**config.mk**
```make
export PLATFORM = sky130hd
export DESIGN_NAME = truth_table_sequencer
export DESIGN_NICKNAME = d
export VERILOG_FILES = /design/src/rtl/tt_seq_pkg.sv /design/src/rtl/dwell_counter.sv /design/src/rtl/truth_table_sequencer.sv
export SDC_FILE = /design/constraint.sdc
export NUM_CORES = 1
export LEC_CHECK = 0
export ABC_AREA = 1
export CAP_MARGIN = 10
export CORE_AREA = 5 5 42 44
export DETAILED_ROUTE_END_ITERATION = 10
export DIE_AREA = 0 0 47 49
export GPL_TIMING_DRIVEN = 0
export PLACE_DENSITY = 0.66
export SYNTH_ARGS = -nofsm -noshare
export SYNTH_HDL_FRONTEND = slang
export SYNTH_SLANG_ARGS = --single-unit
```
**constraint.sdc**
```tcl
create_clock -name clk -period 1.28 [get_ports clk]
set_clock_uncertainty 0.1 [all_clocks]
set_input_delay 0.256 -clock clk [delete_from_list [all_inputs] [get_ports clk]]
set_output_delay 0.256 -clock clk [all_outputs]
set_load 0.01 [all_outputs]
```
**src/rtl/tt_seq_pkg.sv**
```systemverilog
// Shared types and limits for the truth-table sequencer and its dwell counter.
package tt_seq_pkg;

  typedef enum logic [1:0] {
    ST_IDLE  = 2'd0,
    ST_DRIVE = 2'd1,
    ST_DONE  = 2'd2
  } tt_state_e;

  localparam int TT_DWELL_DEFAULT = 25;
  localparam int TT_N_INPUTS_MAX  = 4;

endpackage

```
**src/rtl/dwell_counter.sv**
```systemverilog
// Counts the cycles a stimulus vector has been held; tc marks the last cycle of the dwell.
module dwell_counter #(
  parameter int DWELL = 25
) (
  input  logic clk,
  input  logic rst_n,
  input  logic clr,
  input  logic en,
  output logic tc
);

  localparam int W = (DWELL > 1) ? $clog2(DWELL) : 1;
  localparam logic [W-1:0] LAST = W'(DWELL - 1);

  logic [W-1:0] r_count;

  // clr has priority so the count restarts at 0 on the cycle after tc
  always_ff @(posedge clk or negedge rst_n) begin
    if (!rst_n) begin
      r_count <= '0;
    end else if (clr) begin
      r_count <= '0;
    end else if (en) begin
      r_count <= r_count + W'(1);
    end
  end

  assign tc = en && (r_count == LAST);

endmodule

```
**src/rtl/truth_table_sequencer.sv**
```systemverilog
// Sweeps every input combination of a downstream gate, holding each for DWELL cycles.
// Optional self-check of the gate output against a truth table: define TT_SEQ_CHECK_EN.
module truth_table_sequencer
  import tt_seq_pkg::*;
#(
  parameter int N_INPUTS = 2,
  parameter int DWELL    = TT_DWELL_DEFAULT
) (
  input  logic                  clk,
  input  logic                  rst_n,
  input  logic                  start,
  output logic [N_INPUTS-1:0]   stim,
  input  logic                  dut_out,
  output logic                  busy,
  output logic [N_INPUTS-1:0]   vec_idx,
  output logic                  done
`ifdef TT_SEQ_CHECK_EN
  ,
  input  logic [(1<<N_INPUTS)-1:0] expected,
  output logic [N_INPUTS:0]        mismatch_cnt,
  output logic                     pass
`endif
);

  // One extra bit keeps the last-vector compare exact and the index from wrapping
  localparam logic [N_INPUTS:0] LAST_VEC = {1'b0, {N_INPUTS{1'b1}}};

  tt_state_e             r_state;
  logic [N_INPUTS:0]     r_vec;
  logic                  w_drive;
  logic                  w_tc;
  logic                  w_last;

  assign w_drive = (r_state == ST_DRIVE);
  assign w_last  = w_tc && (r_vec == LAST_VEC);

  dwell_counter #(
    .DWELL (DWELL)
  ) u_dwell (
    .clk   (clk),
    .rst_n (rst_n),
    .clr   (!w_drive || w_tc),
    .en    (w_drive),
    .tc    (w_tc)
  );

  always_ff @(posedge clk or negedge rst_n) begin
    if (!rst_n) begin
      r_state <= ST_IDLE;
      r_vec   <= '0;
    end else begin
      case (r_state)
        ST_IDLE: begin
          r_vec <= '0;
          if (start) r_state <= ST_DRIVE;
        end
        ST_DRIVE: begin
          if (w_last) begin
            r_state <= ST_DONE;
            r_vec   <= '0;
          end else if (w_tc) begin
            r_vec <= r_vec + 1'b1;
          end
        end
        ST_DONE: begin
          r_state <= ST_IDLE;
          r_vec   <= '0;
        end
        default: begin
          r_state <= ST_IDLE;
          r_vec   <= '0;
        end
      endcase
    end
  end

  assign stim    = r_vec[N_INPUTS-1:0];
  assign vec_idx = r_vec[N_INPUTS-1:0];
  assign busy    = w_drive;
  assign done    = (r_state == ST_DONE);

`ifdef TT_SEQ_CHECK_EN
  logic [N_INPUTS:0] r_mis;

  // The gate output is only trusted on the final dwell cycle, after it has settled
  always_ff @(posedge clk or negedge rst_n) begin
    if (!rst_n) begin
      r_mis <= '0;
    end else if ((r_state == ST_IDLE) && start) begin
      r_mis <= '0;
    end else if (w_tc && (dut_out != expected[r_vec[N_INPUTS-1:0]])) begin
      r_mis <= r_mis + 1'b1;
    end
  end

  assign mismatch_cnt = r_mis;
  assign pass         = done && (r_mis == '0);
`else
  logic w_unused_dut_out;
  assign w_unused_dut_out = dut_out;
`endif

endmodule

```
### Yosys cells after proc, flatten, opt, wreduce, memory -nomap -nowiden

Cells that the tools add are included.

* word-level logic and storage cells: 27
* bits of input ports: 4
* flip-flop bits (word level): 10
* output and inout bits: 6

* multiplexer cells: 8
* reductions and logical operators: 7
* eq/ne operators: 7
* add/subtract/negate cells: 2

Operators with widths (number)
* 5-bit 2-to-1 mux: 2
* 3-bit 2-to-1 mux: 3
* 5-bit by 1-bit adder with 5-bit output, second input constant: 1
* 5-bit == test, second input constant: 1
* 2-bit 2-to-1 mux: 2
* 2-bit inequality test, second input constant: 2
* 2-bit case mux with 2 select lines: 1
* 3-bit by 1-bit adder with 3-bit output, second input constant: 1
* 3-bit by 2-bit == test with 1-bit output, second input constant: 1
* 3-bit inequality test, second input constant: 1
* 2-bit by 1-bit == test with 1-bit output, second input constant: 1
* 2-bit == test, second input constant: 1
* 1-bit logical AND: 2
* 2-bit logical NOT: 1
* 2-bit AND reduction: 1
* 2-bit nonzero test: 1
* 1-bit logical NOT: 1
* 1-bit logical OR: 1

### Logic depth before layout (Yosys ltp)

Gate-level depths: netlist of the first run.

* word-level depth: 5
* mapped depth: 8
* mapped depth without buffers: 8

### Hierarchy

From an unflattened synthesis of the first run, not the netlist that was laid out.

* cells, all modules: 69
* area, all modules: 575.6 µm²

By module, submodules not included
* dwell_counter: sequential area each 125.1 µm², area an instance 301.5 µm², cells an instance 37, instances 1
* truth_table_sequencer: sequential area each 125.1 µm², area an instance 274.0 µm², cells an instance 32, instances 1

### Worst setup path before layout of the first run

Ideal clock, no wire load.

* kind: reg2reg
* start point: reg u_dwell.r_count[0]
* end point: reg r_vec[1]
* stages on the path, launching flop included: 9
* buffers on the path: 0
* slack: 115 ps
* arrival time: 948 ps
* required time: 1064 ps
* clock period less this slack: 1165 ps
* setup time: 116 ps
* cells stage by stage: dfrtp_1 inv_1 ha_1 nand2_1 inv_1 nand2_2 nand2_4 nand2_1 nand2_1

* word-level cells in the longest chain between the ends: 5
* elaborated cells between the ends (all ways): 6
* classes of those cells: 2 x eq/ne; 2 x mux; 2 x reduce/logical

RTL lines
* start: declaration: RTL line dwell_counter.sv:15 `logic [W-1:0] r_count;`
* start signal: assignment: RTL line dwell_counter.sv:24 `r_count <= r_count + W'(1);`
* 5-bit == test (*): RTL line dwell_counter.sv:28 `assign tc = en && (r_count == LAST);`
* 1-bit logical AND (*): RTL line dwell_counter.sv:28
* 1-bit logical AND: RTL line truth_table_sequencer.sv:35 `assign w_last = w_tc && (r_vec == LAST_VEC);`
* 3-bit 2-to-1 mux: RTL line truth_table_sequencer.sv:58 `if (w_last) begin`
* 3-bit 2-to-1 mux: RTL line truth_table_sequencer.sv:52 `case (r_state)`
* end signal: assignment: RTL line truth_table_sequencer.sv:62 `r_vec <= r_vec + 1'b1;`
* end: declaration: RTL line truth_table_sequencer.sv:29 `logic [N_INPUTS:0] r_vec;`

Every way passes the cells marked *; elsewhere a longest branch is shown, timed or not.
A chain may end at the register's enable or synchronous reset.

### Final worst setup path of the first run

* start point: reg r_vec[1]
* end point: out stim[1]

RTL lines
* end: declaration: RTL line truth_table_sequencer.sv:12 `output logic [N_INPUTS-1:0] stim,`

No word-level cell between the ends.

==> impl_summary.log, run 1 <==
[metrics] post-detailed-route wirelength per cell: 11.7 um
[metrics] highest metal layer with signal wires: met3
[metrics] DR iter-0 viols: 0
[metrics] Crit. End Element: output port
[metrics] Switching Share: 0.186
[metrics] maximum number of pins on one net before global-route repair: 11
[metrics] highest cell delay on the worst timing path: 390 ps
[metrics] number of cells on the worst reg-to-reg path: 7
[metrics] share of layout cells above drive strength 1: 0.531
[metrics] clock tree from TritonCTS: done
[metrics] initial standard-cell utilization of the core: 0.397
[metrics] dominant combinational cell family by area after synthesis: simple AND/OR/NAND/NOR gates
[metrics] Avg Vias per Cell: 4.69
[metrics] cell area after technology mapping: 557 um2
[metrics] count of pins over their slew limit: 0
[metrics] global-route wire length before repair: 1.80 mm
[metrics] RSZ-0062 raised after global routing: true
[metrics] f_max: 753 MHz
[metrics] number of antenna violations at the first check in global routing: 0
[metrics] Post-Synth Simple-Gate Area: 0.285
[metrics] Initial DRT Pass Iterations: 1
[metrics] net total in the final layout: 89
[metrics] maximum count of clock buffers along a single path: 2
[metrics] xor and xnor area share after synthesis: 0.0472
[metrics] synthesized netlist net count: 69
[metrics] Antenna Diode Count: 0
[metrics] total design power: between 600 and 700 uW
[metrics] Die H: 49 um
[metrics] kind of cell adding the most delay to the critical path: flip-flops
[metrics] Worst-Skew Late Latency: 260 ps
[metrics] Final Hold Vio Count: 0
[metrics] post-synthesis sequential element count: 10
[metrics] syn avg cell area: 8.98 um2
[metrics] top-level port count: 10
[metrics] multiplexer fraction of the synthesized cell area: 0
[metrics] finished layout cell area: about 860 um2
[metrics] Worst setup SP type: flip-flop
[metrics] sum of met2 wire segment lengths after detailed routing: 620 um
[metrics] DIE AREA: 2300 um2
[metrics] Die Span X: around 47 um
[metrics] area share of fa/ha/maj cells after synthesis: 0.0674
[metrics] Max FO, Critical Path: 2
[metrics] Placed Instance Area: 657 um2
[metrics] cts bufs inserted: 3
[metrics] max_slew headroom: 0.692
[metrics] Int Power: 494 uW
[metrics] number of buffer and inverter stages on the critical path: 3
[metrics] number of vias in the routed layout: 455
[metrics] CP arrival: 970 ps
[metrics] cells along the critical path: buf_6, buf_6, buf_6
[metrics] remaining global-route overflow: 0
[metrics] met1 wire length: 462 um
[metrics] Final setup violation count: 2
[metrics] Std-Cell Rows: 14
[metrics] WS Path Type: flip-flop to output port
[metrics] port buffer count: 8
[metrics] min-delay worst type: primary input to asynchronous set/reset pin
[metrics] count of clock tree sinks: 10
[metrics] Req. time, crit path: 920 ps
[metrics] sum of met3 wire segment lengths after detailed routing: 54 um
[metrics] Post-Route WL: 1.14 mm
[metrics] HPWL after DPL: 674 um
[metrics] residual DRC count: 0
[metrics] vias in the first global route: 448
[metrics] post-route antenna net violation count: 0
[metrics] growth of design area from synthesis to finish: 54.2%
[metrics] critical path depth in cells: 3
[metrics] violations in the final reports: negative setup slack
[metrics] power per cell area: 707 nW/um2
[metrics] Comb pwr share: 0.019
[metrics] gpl congestion: approximately 0.66
[metrics] worst slew pin tran: 461 ps
[metrics] min setup slack post-route: -47.1 ps
[metrics] Core Box Area: 1400 um2
[metrics] Synth Warn #: 0
[metrics] clock root buffer: sky130_fd_sc_hd__clkbuf_4
[metrics] hold-fix buffer count after cts: 0
[metrics] Peak VDD IR: 0.483 mV
[metrics] minimum clock period after layout: 1330 ps
[metrics] fraction of the mapped netlist area in compound gates: 0.00899
[metrics] H-tree levels: 1
[metrics] highest-delay cell along the critical path: sky130_fd_sc_hd__dfrtp_1
[metrics] critical path's most frequent cell: sky130_fd_sc_hd__buf_6
[metrics] worst hold slack: ~210 ps
[metrics] overall routing resource usage: 0.109
[metrics] Clk pwr share: 0.460
[metrics] max cap viols: 0
[metrics] pre-CTS setup slack: -264 ps
[metrics] number of instances in the synthesized netlist: 62
[metrics] part of the total power dissipated in sequential elements: 0.521
[metrics] final critical-path share of the clock period: 1.04
[metrics] Psw: 113 uW
[metrics] sequential element share of the synthesized area: 0.449
[metrics] status: complete, but fails checks
[metrics] leakage: 0.000414 uW
[metrics] Post-Route Utilization: 0.613
[metrics] number of distinct standard cells referenced by the synthesized netlist: 16
[metrics] clock transition at the register clock pins on the worst setup and hold paths after CTS: ~70 ps
[registers in the layout, indices dropped and copies added, names as in the netlist]
signal           count
r_vec                3
u_dwell.r_count      5
r_state              2
[Yosys cell counts]
master | number | area share
sky130_fd_sc_hd__a21oi_1 | 1 | 0.0090
sky130_fd_sc_hd__buf_4 | 4 | 0.054
sky130_fd_sc_hd__dfrtp_1 | 10 | 0.45
sky130_fd_sc_hd__ha_1 | 3 | 0.067
sky130_fd_sc_hd__inv_1 | 12 | 0.081
sky130_fd_sc_hd__inv_2 | 1 | 0.0067
sky130_fd_sc_hd__nand2_1 | 6 | 0.040
sky130_fd_sc_hd__nand2_2 | 1 | 0.011
sky130_fd_sc_hd__nand2_4 | 2 | 0.040
sky130_fd_sc_hd__nand3_1 | 7 | 0.063
sky130_fd_sc_hd__nand3_2 | 1 | 0.018
sky130_fd_sc_hd__nor2_1 | 8 | 0.054
sky130_fd_sc_hd__nor2_2 | 2 | 0.022
sky130_fd_sc_hd__nor2_8 | 1 | 0.036
sky130_fd_sc_hd__xnor2_1 | 1 | 0.016
sky130_fd_sc_hd__xor2_1 | 2 | 0.031
[layout make-up]
| cell class | instances | area, um2 |
|---|---|---|
| Fill cell | 124 | 543 |
| Multi-Input combinational cell | 35 | 313 |
| Sequential cell | 10 | 251 |
| Timing Repair Buffer | 15 | 145 |
| Inverter | 13 | 51.3 |
| Buffer | 4 | 41.3 |
| Clock buffer | 4 | 36.3 |
| Tap cell | 16 | 20.0 |
[power groups by stage]
stage	sequential [uW]	clock (uW)	combinational (uW)
global placement	322	0	12.0
floorplan	322	0	0.000563
global route	316	317	13.3
detailed placement	322	0	12.0
finish	316	279	11.8
CTS	316	285	12.2
[what timing repair did]
action / in CTS / in global routing
pin swaps: 4 / 8
buffers inserted: 7 / 0
resized for setup: 35 / 23
setup endpoints to repair: 7 / 15
gates cloned: 0 / 0
[layer usage]
layer	vias to the layer above	global-route usage
li1	221	-
met1	224	0.116
met2	10	0.176
met3	0	0.0554
met4	0	0.0415
met5	-	0
[layout by cell type, fill, tap and decap left out, types with 2 or more instances in the layout]
| cell type | instances |
|---|---|
| sky130_fd_sc_hd__buf_6 | 11 |
| sky130_fd_sc_hd__inv_1 | 10 |
| sky130_fd_sc_hd__dfrtp_1 | 9 |
| sky130_fd_sc_hd__nor2_1 | 6 |
| sky130_fd_sc_hd__nand3_1 | 6 |
| sky130_fd_sc_hd__buf_4 | 5 |
| sky130_fd_sc_hd__nand2_4 | 4 |
| sky130_fd_sc_hd__clkbuf_4 | 3 |
| sky130_fd_sc_hd__inv_2 | 2 |
| sky130_fd_sc_hd__nand2_1 | 2 |
| sky130_fd_sc_hd__nor2_4 | 2 |
| sky130_fd_sc_hd__nor2_2 | 2 |
| sky130_fd_sc_hd__nand3_2 | 2 |
| sky130_fd_sc_hd__xor2_1 | 2 |
| sky130_fd_sc_hd__nand2_2 | 2 |
| sky130_fd_sc_hd__ha_4 | 2 |
| sky130_fd_sc_hd__clkdlybuf4s50_1 | 2 |
[logic make-up after synthesis]
| kind of cell | after synthesis |
|---|---|
| AND/OR/NAND/NOR | 28 |
| buffers and inverters | 17 |
| flip-flops | 10 |
| XOR/XNOR | 3 |
| adder cells (fa/ha/maj) | 3 |
| AO/OA/AOI/OAI | 1 |
[through the flow]
stage	cells	setup TNS, ps
global placement	86	-831
floorplan	62	0
finish	97	-90.4
detailed placement	86	-893
CTS	97	-105
global route	97	-387
[worst paths after layout]
check	start	to	slack (ps)
min in group clk	r_vec[2]	r_vec[2]	430
worst max-delay path	r_vec[1]	stim[1]	-50
worst max register to register	r_vec[1]	r_vec[1]	30
worst min-delay path	rst_n	r_vec[0]	210
worst min register to register	r_vec[2]	r_vec[2]	430
max in group asynchronous	rst_n	r_state[1]	530
Note: power is estimated with default switching activity, not from simulation.
==> run 2: changes to the inputs <==
ABC_AREA = unset   (was 1)
PLACE_DENSITY = unset   (was 0.66)
==> impl_summary.log, run 2 <==
[metrics] status: complete, but fails checks (unchanged)
[metrics] violations in the final reports: negative setup slack (unchanged)
[metrics] initial standard-cell utilization of the core: 0.366 (was 0.397)
[metrics] number of instances in the synthesized netlist: 48 (was 62)
[metrics] cts bufs inserted: 3 (unchanged)
[metrics] Final setup violation count: 7 (was 2)
[metrics] area share of fa/ha/maj cells after synthesis: 0.0732 (was 0.0674)
[metrics] most frequent standard cell in the layout excluding fill and tap cells: sky130_fd_sc_hd__buf_4 (was sky130_fd_sc_hd__buf_6)
[metrics] part of the total power dissipated in sequential elements: 0.315 (was 0.521)
[metrics] minimum clock period after layout: 1500 ps (was 1330 ps)
[metrics] Peak VDD IR: 0.984 mV (was 0.483 mV)
[metrics] number of vias in the routed layout: 426 (was 455)
[metrics] power per cell area: 2040 nW/um2 (was 707 nW/um2)
[metrics] top-level port count: 10 (unchanged)
[metrics] Crit. End Element: flip-flop (was output port)
[metrics] number of distinct standard cells referenced by the synthesized netlist: 21 (was 16)
[metrics] Post-Route WL: 1.09 mm (was 1.14 mm)
[metrics] Worst-Skew Late Latency: 260 ps (about the same)
[metrics] Comb pwr share: 0.522 (was 0.019)
[metrics] synthesized netlist net count: 55 (was 69)
[metrics] port buffer count: 8 (unchanged)
[metrics] total negative slack: -806 ps (was -90.4 ps)
[metrics] f_max: 668 MHz (was 753 MHz)
[metrics] sequential element share of the synthesized area: 0.488 (was 0.449)
[metrics] Top Registers: u_dwell.r_count x5, r_vec x3, r_state x2 (unchanged)
[metrics] dominant combinational cell family by area after synthesis: simple AND/OR/NAND/NOR gates (unchanged)
[metrics] share of the synthesized area in the top cell type: 0.488 (was 0.449)
[metrics] remaining global-route overflow: 0 (unchanged)
[metrics] Req. time, crit path: 1370 ps (was 920 ps)
[metrics] WS Path Type: flip-flop to flip-flop (was flip-flop to output port)
[metrics] ranking of synthesized cells by area: sky130_fd_sc_hd__dfrtp_1, sky130_fd_sc_hd__ha_1, sky130_fd_sc_hd__buf_4, sky130_fd_sc_hd__nand4b_4, sky130_fd_sc_hd__nor2_1 (was sky130_fd_sc_hd__dfrtp_1, sky130_fd_sc_hd__inv_1, sky130_fd_sc_hd__ha_1, sky130_fd_sc_hd__nand3_1, sky130_fd_sc_hd__buf_4)
[metrics] share of layout cells above drive strength 1: 0.575 (was 0.531)
[metrics] async set-or-reset flop fraction in the synthesized netlist: 1.00 (unchanged)
[metrics] RSZ-0062 raised after global routing: true (unchanged)
[metrics] vias in the first global route: 415 (was 448)
[metrics] Core Box Area: 1400 um2 (unchanged)
[metrics] multiplexer fraction of the synthesized cell area: 0 (unchanged)
[metrics] H-tree levels: 1 (unchanged)
[metrics] number of antenna violations at the first check in global routing: 0 (unchanged)
[metrics] Initial DRT Pass Iterations: 2 (was 1)
[metrics] max cap viols: 0 (unchanged)
[metrics] residual DRC count: 0 (unchanged)
[metrics] HPWL after DPL: 710 um (was 674 um)
[metrics] hold-fix buffer count after cts: 0 (unchanged)
[metrics] overall routing resource usage: 0.105 (was 0.109)
[metrics] xor and xnor area share after synthesis: 0.0512 (was 0.0472)
[metrics] cell area after technology mapping: 513 um2 (was 557 um2)
[metrics] syn avg cell area: 10.7 um2 (was 8.98 um2)
[metrics] gpl congestion: 0.652 (was 0.663)
[metrics] post-detailed-route wirelength per cell: 12.2 um (was 11.7 um)
[metrics] maximum count of clock buffers along a single path: 2 (unchanged)
[metrics] max_slew headroom: 0.707 (was 0.692)
[metrics] main flop type after synthesis: sky130_fd_sc_hd__dfrtp_1 (unchanged)
[metrics] Psw: 569 uW (was 113 uW)
[metrics] Final Hold Vio Count: 0 (unchanged)
[metrics] final critical-path share of the clock period: 1.17 (was 1.04)
[metrics] min-delay worst type: primary input to asynchronous set/reset pin (unchanged)
[metrics] Int Power: 1140 uW (was 494 uW)
[metrics] maximum number of pins on one net before global-route repair: 11 (unchanged)
[metrics] count of fill cells added during filler insertion: 124 (unchanged)
[metrics] worst hold slack: 200 ps (was 208 ps)
[metrics] worst slew pin tran: 438 ps (was 461 ps)
[metrics] Clk pwr share: 0.163 (was 0.460)
[metrics] Avg Vias per Cell: 4.79 (was 4.69)
[metrics] max FFs per register: 5 (unchanged)
[metrics] net total in the final layout: 81 (was 89)
[metrics] Std-Cell Rows: 14 (unchanged)
[metrics] post-synthesis sequential element count: 10 (unchanged)
[metrics] Max FO, Critical Path: 2 (unchanged)
[metrics] post-route antenna net violation count: 0 (unchanged)
[metrics] Post-Synth Simple-Gate Area: 0.263 (was 0.285)
[metrics] number of enable-type register cells in the synthesized netlist: 0 (unchanged)
[metrics] list of most frequent post-synthesis cells: sky130_fd_sc_hd__dfrtp_1, sky130_fd_sc_hd__nor2_1, sky130_fd_sc_hd__buf_4, sky130_fd_sc_hd__nand2_1 (was sky130_fd_sc_hd__inv_1, sky130_fd_sc_hd__dfrtp_1, sky130_fd_sc_hd__nor2_1)
[metrics] Die Span X: 47 um (unchanged)
[metrics] clock tree from TritonCTS: done (unchanged)
[metrics] Synth Warn #: 0 (unchanged)
[metrics] min setup slack post-route: -217 ps (was -47.1 ps)
[metrics] DR iter-0 viols: 1 (was 0)
[metrics] fraction of the mapped netlist area in compound gates: 0.0439 (was 0.00899)
[metrics] global-route wire length before repair: 1.71 mm (was 1.80 mm)
[metrics] count of clock tree sinks: 10 (unchanged)
[metrics] leakage: 0.000410 uW (was 0.000414 uW)
[metrics] Die H: 49 um (unchanged)
[metrics] count of pins over their slew limit: 0 (unchanged)
[metrics] clock root buffer: sky130_fd_sc_hd__clkbuf_4 (unchanged)
[metrics] most instantiated library cell after synthesis: sky130_fd_sc_hd__dfrtp_1 (was sky130_fd_sc_hd__inv_1)
[metrics] growth of design area from synthesis to finish: 63.4% (was 54.2%)
[metrics] Worst setup SP type: flip-flop (unchanged)
[metrics] clock transition at the register clock pins on the worst setup and hold paths after CTS: 60 ps (was 70 ps)
[metrics] leading area contributor after synthesis: sky130_fd_sc_hd__dfrtp_1 (unchanged)
[metrics] Top reg by flops: u_dwell.r_count (unchanged)
[metrics] most used cells in the layout excluding fill and tap cells: sky130_fd_sc_hd__buf_4, sky130_fd_sc_hd__buf_6, sky130_fd_sc_hd__dfrtp_1 (was sky130_fd_sc_hd__buf_6, sky130_fd_sc_hd__inv_1, sky130_fd_sc_hd__dfrtp_1)
[metrics] CP arrival: 1590 ps (was 970 ps)
[metrics] DIE AREA: 2300 um2 (unchanged)
[metrics] Antenna Diode Count: 0 (unchanged)
[metrics] Switching Share: 0.333 (was 0.186)
-- run 2: cell types whose count changed after synthesis, sizes merged, moves of 2 or more --
cell | previous run | this run
inv | 13 | 3
nor2 | 11 | 5
nand3 | 8 | 3
nand2 | 9 | 4
nand2b | 0 | 2
-- run 2: stage by stage --
stage | cells | cell area [um2] | setup WS, ps | utilization | total power (uW)
2_1_floorplan | 48 | 518 | -80.1 | - | 908
3_3_place_gp | 72 | 618 | -357 | 0.441 | 1060
3_5_place_dp | 72 | 618 | -378 | 0.441 | 1090
4_1_cts | 88 | 771 | -246 | 0.550 | 1590
5_1_grt | 89 | 838 | -247 | 0.598 | 1830
6_report | 89 | 838 | -217 | 0.598 | 1710
-- run 2: cell families (layout without fill, tap and decap cells) --
group | count (synthesis) | count (layout)
flops | 10 | 10
xor+xnor | 3 | 3
fa+ha+maj | 3 | 3
simple gates | 22 | 22
buf+inv | 7 | 32
compound gates | 3 | 3
-- run 2: per-layer routing --
metal / track usage / wire length (um)
met5: 0 / 0
met4: 0.0691 / 17
met3: 0.0369 / 67
met2: 0.156 / 571
met1: 0.123 / 431
-- run 2: layout make-up --
cell class / count / area [um2] / share of cell area
multi-input cells: 31 / 293 / 0.349
clock buffers: 4 / 36.3 / 0.0433
flip-flops and latches: 10 / 250 / 0.299
repair buffers: 22 / 201 / 0.240
inverters: 3 / 11.3 / 0.0134
plain buffers: 3 / 26.3 / 0.0313
well taps: 16 / 20.0 / 0.0239
-- run 2: final timing paths --
path / from / end / slack (ps) / cells after the start
setup / recovery: r_vec[1] / r_vec[0] / -220 / 5
hold / removal: rst_n / r_state[0] / 200 / 1
setup reg to reg: r_vec[1] / r_vec[0] / -220 / 5
hold reg to reg: r_state[1] / r_state[0] / 350 / 1
max in group asynchronous: rst_n / r_vec[0] / 580 / 1
min in group clk: r_state[1] / r_state[0] / 350 / 1
-- run 2: timing repair --
action,in CTS,in global routing
buffers inserted,13,4
pin swaps,4,7
gates resized for setup,34,13
setup endpoints to repair,14,14
hold endpoints to repair,0,0
-- run 2: worst max-delay path, stage by stage, from the launching register on --
cell                      delay (ps)
sky130_fd_sc_hd__dfrtp_1         390
sky130_fd_sc_hd__buf_6           130
sky130_fd_sc_hd__ha_4            150
sky130_fd_sc_hd__and2b_1         170
sky130_fd_sc_hd__or3_4           370
sky130_fd_sc_hd__a21oi_2         130
-- run 2: power by group through the flow --
stage,Sequential [uW],Clock (uW),Combinational (uW)
finish,539,278,890
global route,555,305,974
CTS,528,289,773
detailed placement,564,0,526
global placement,556,0,508
floorplan,535,0,373
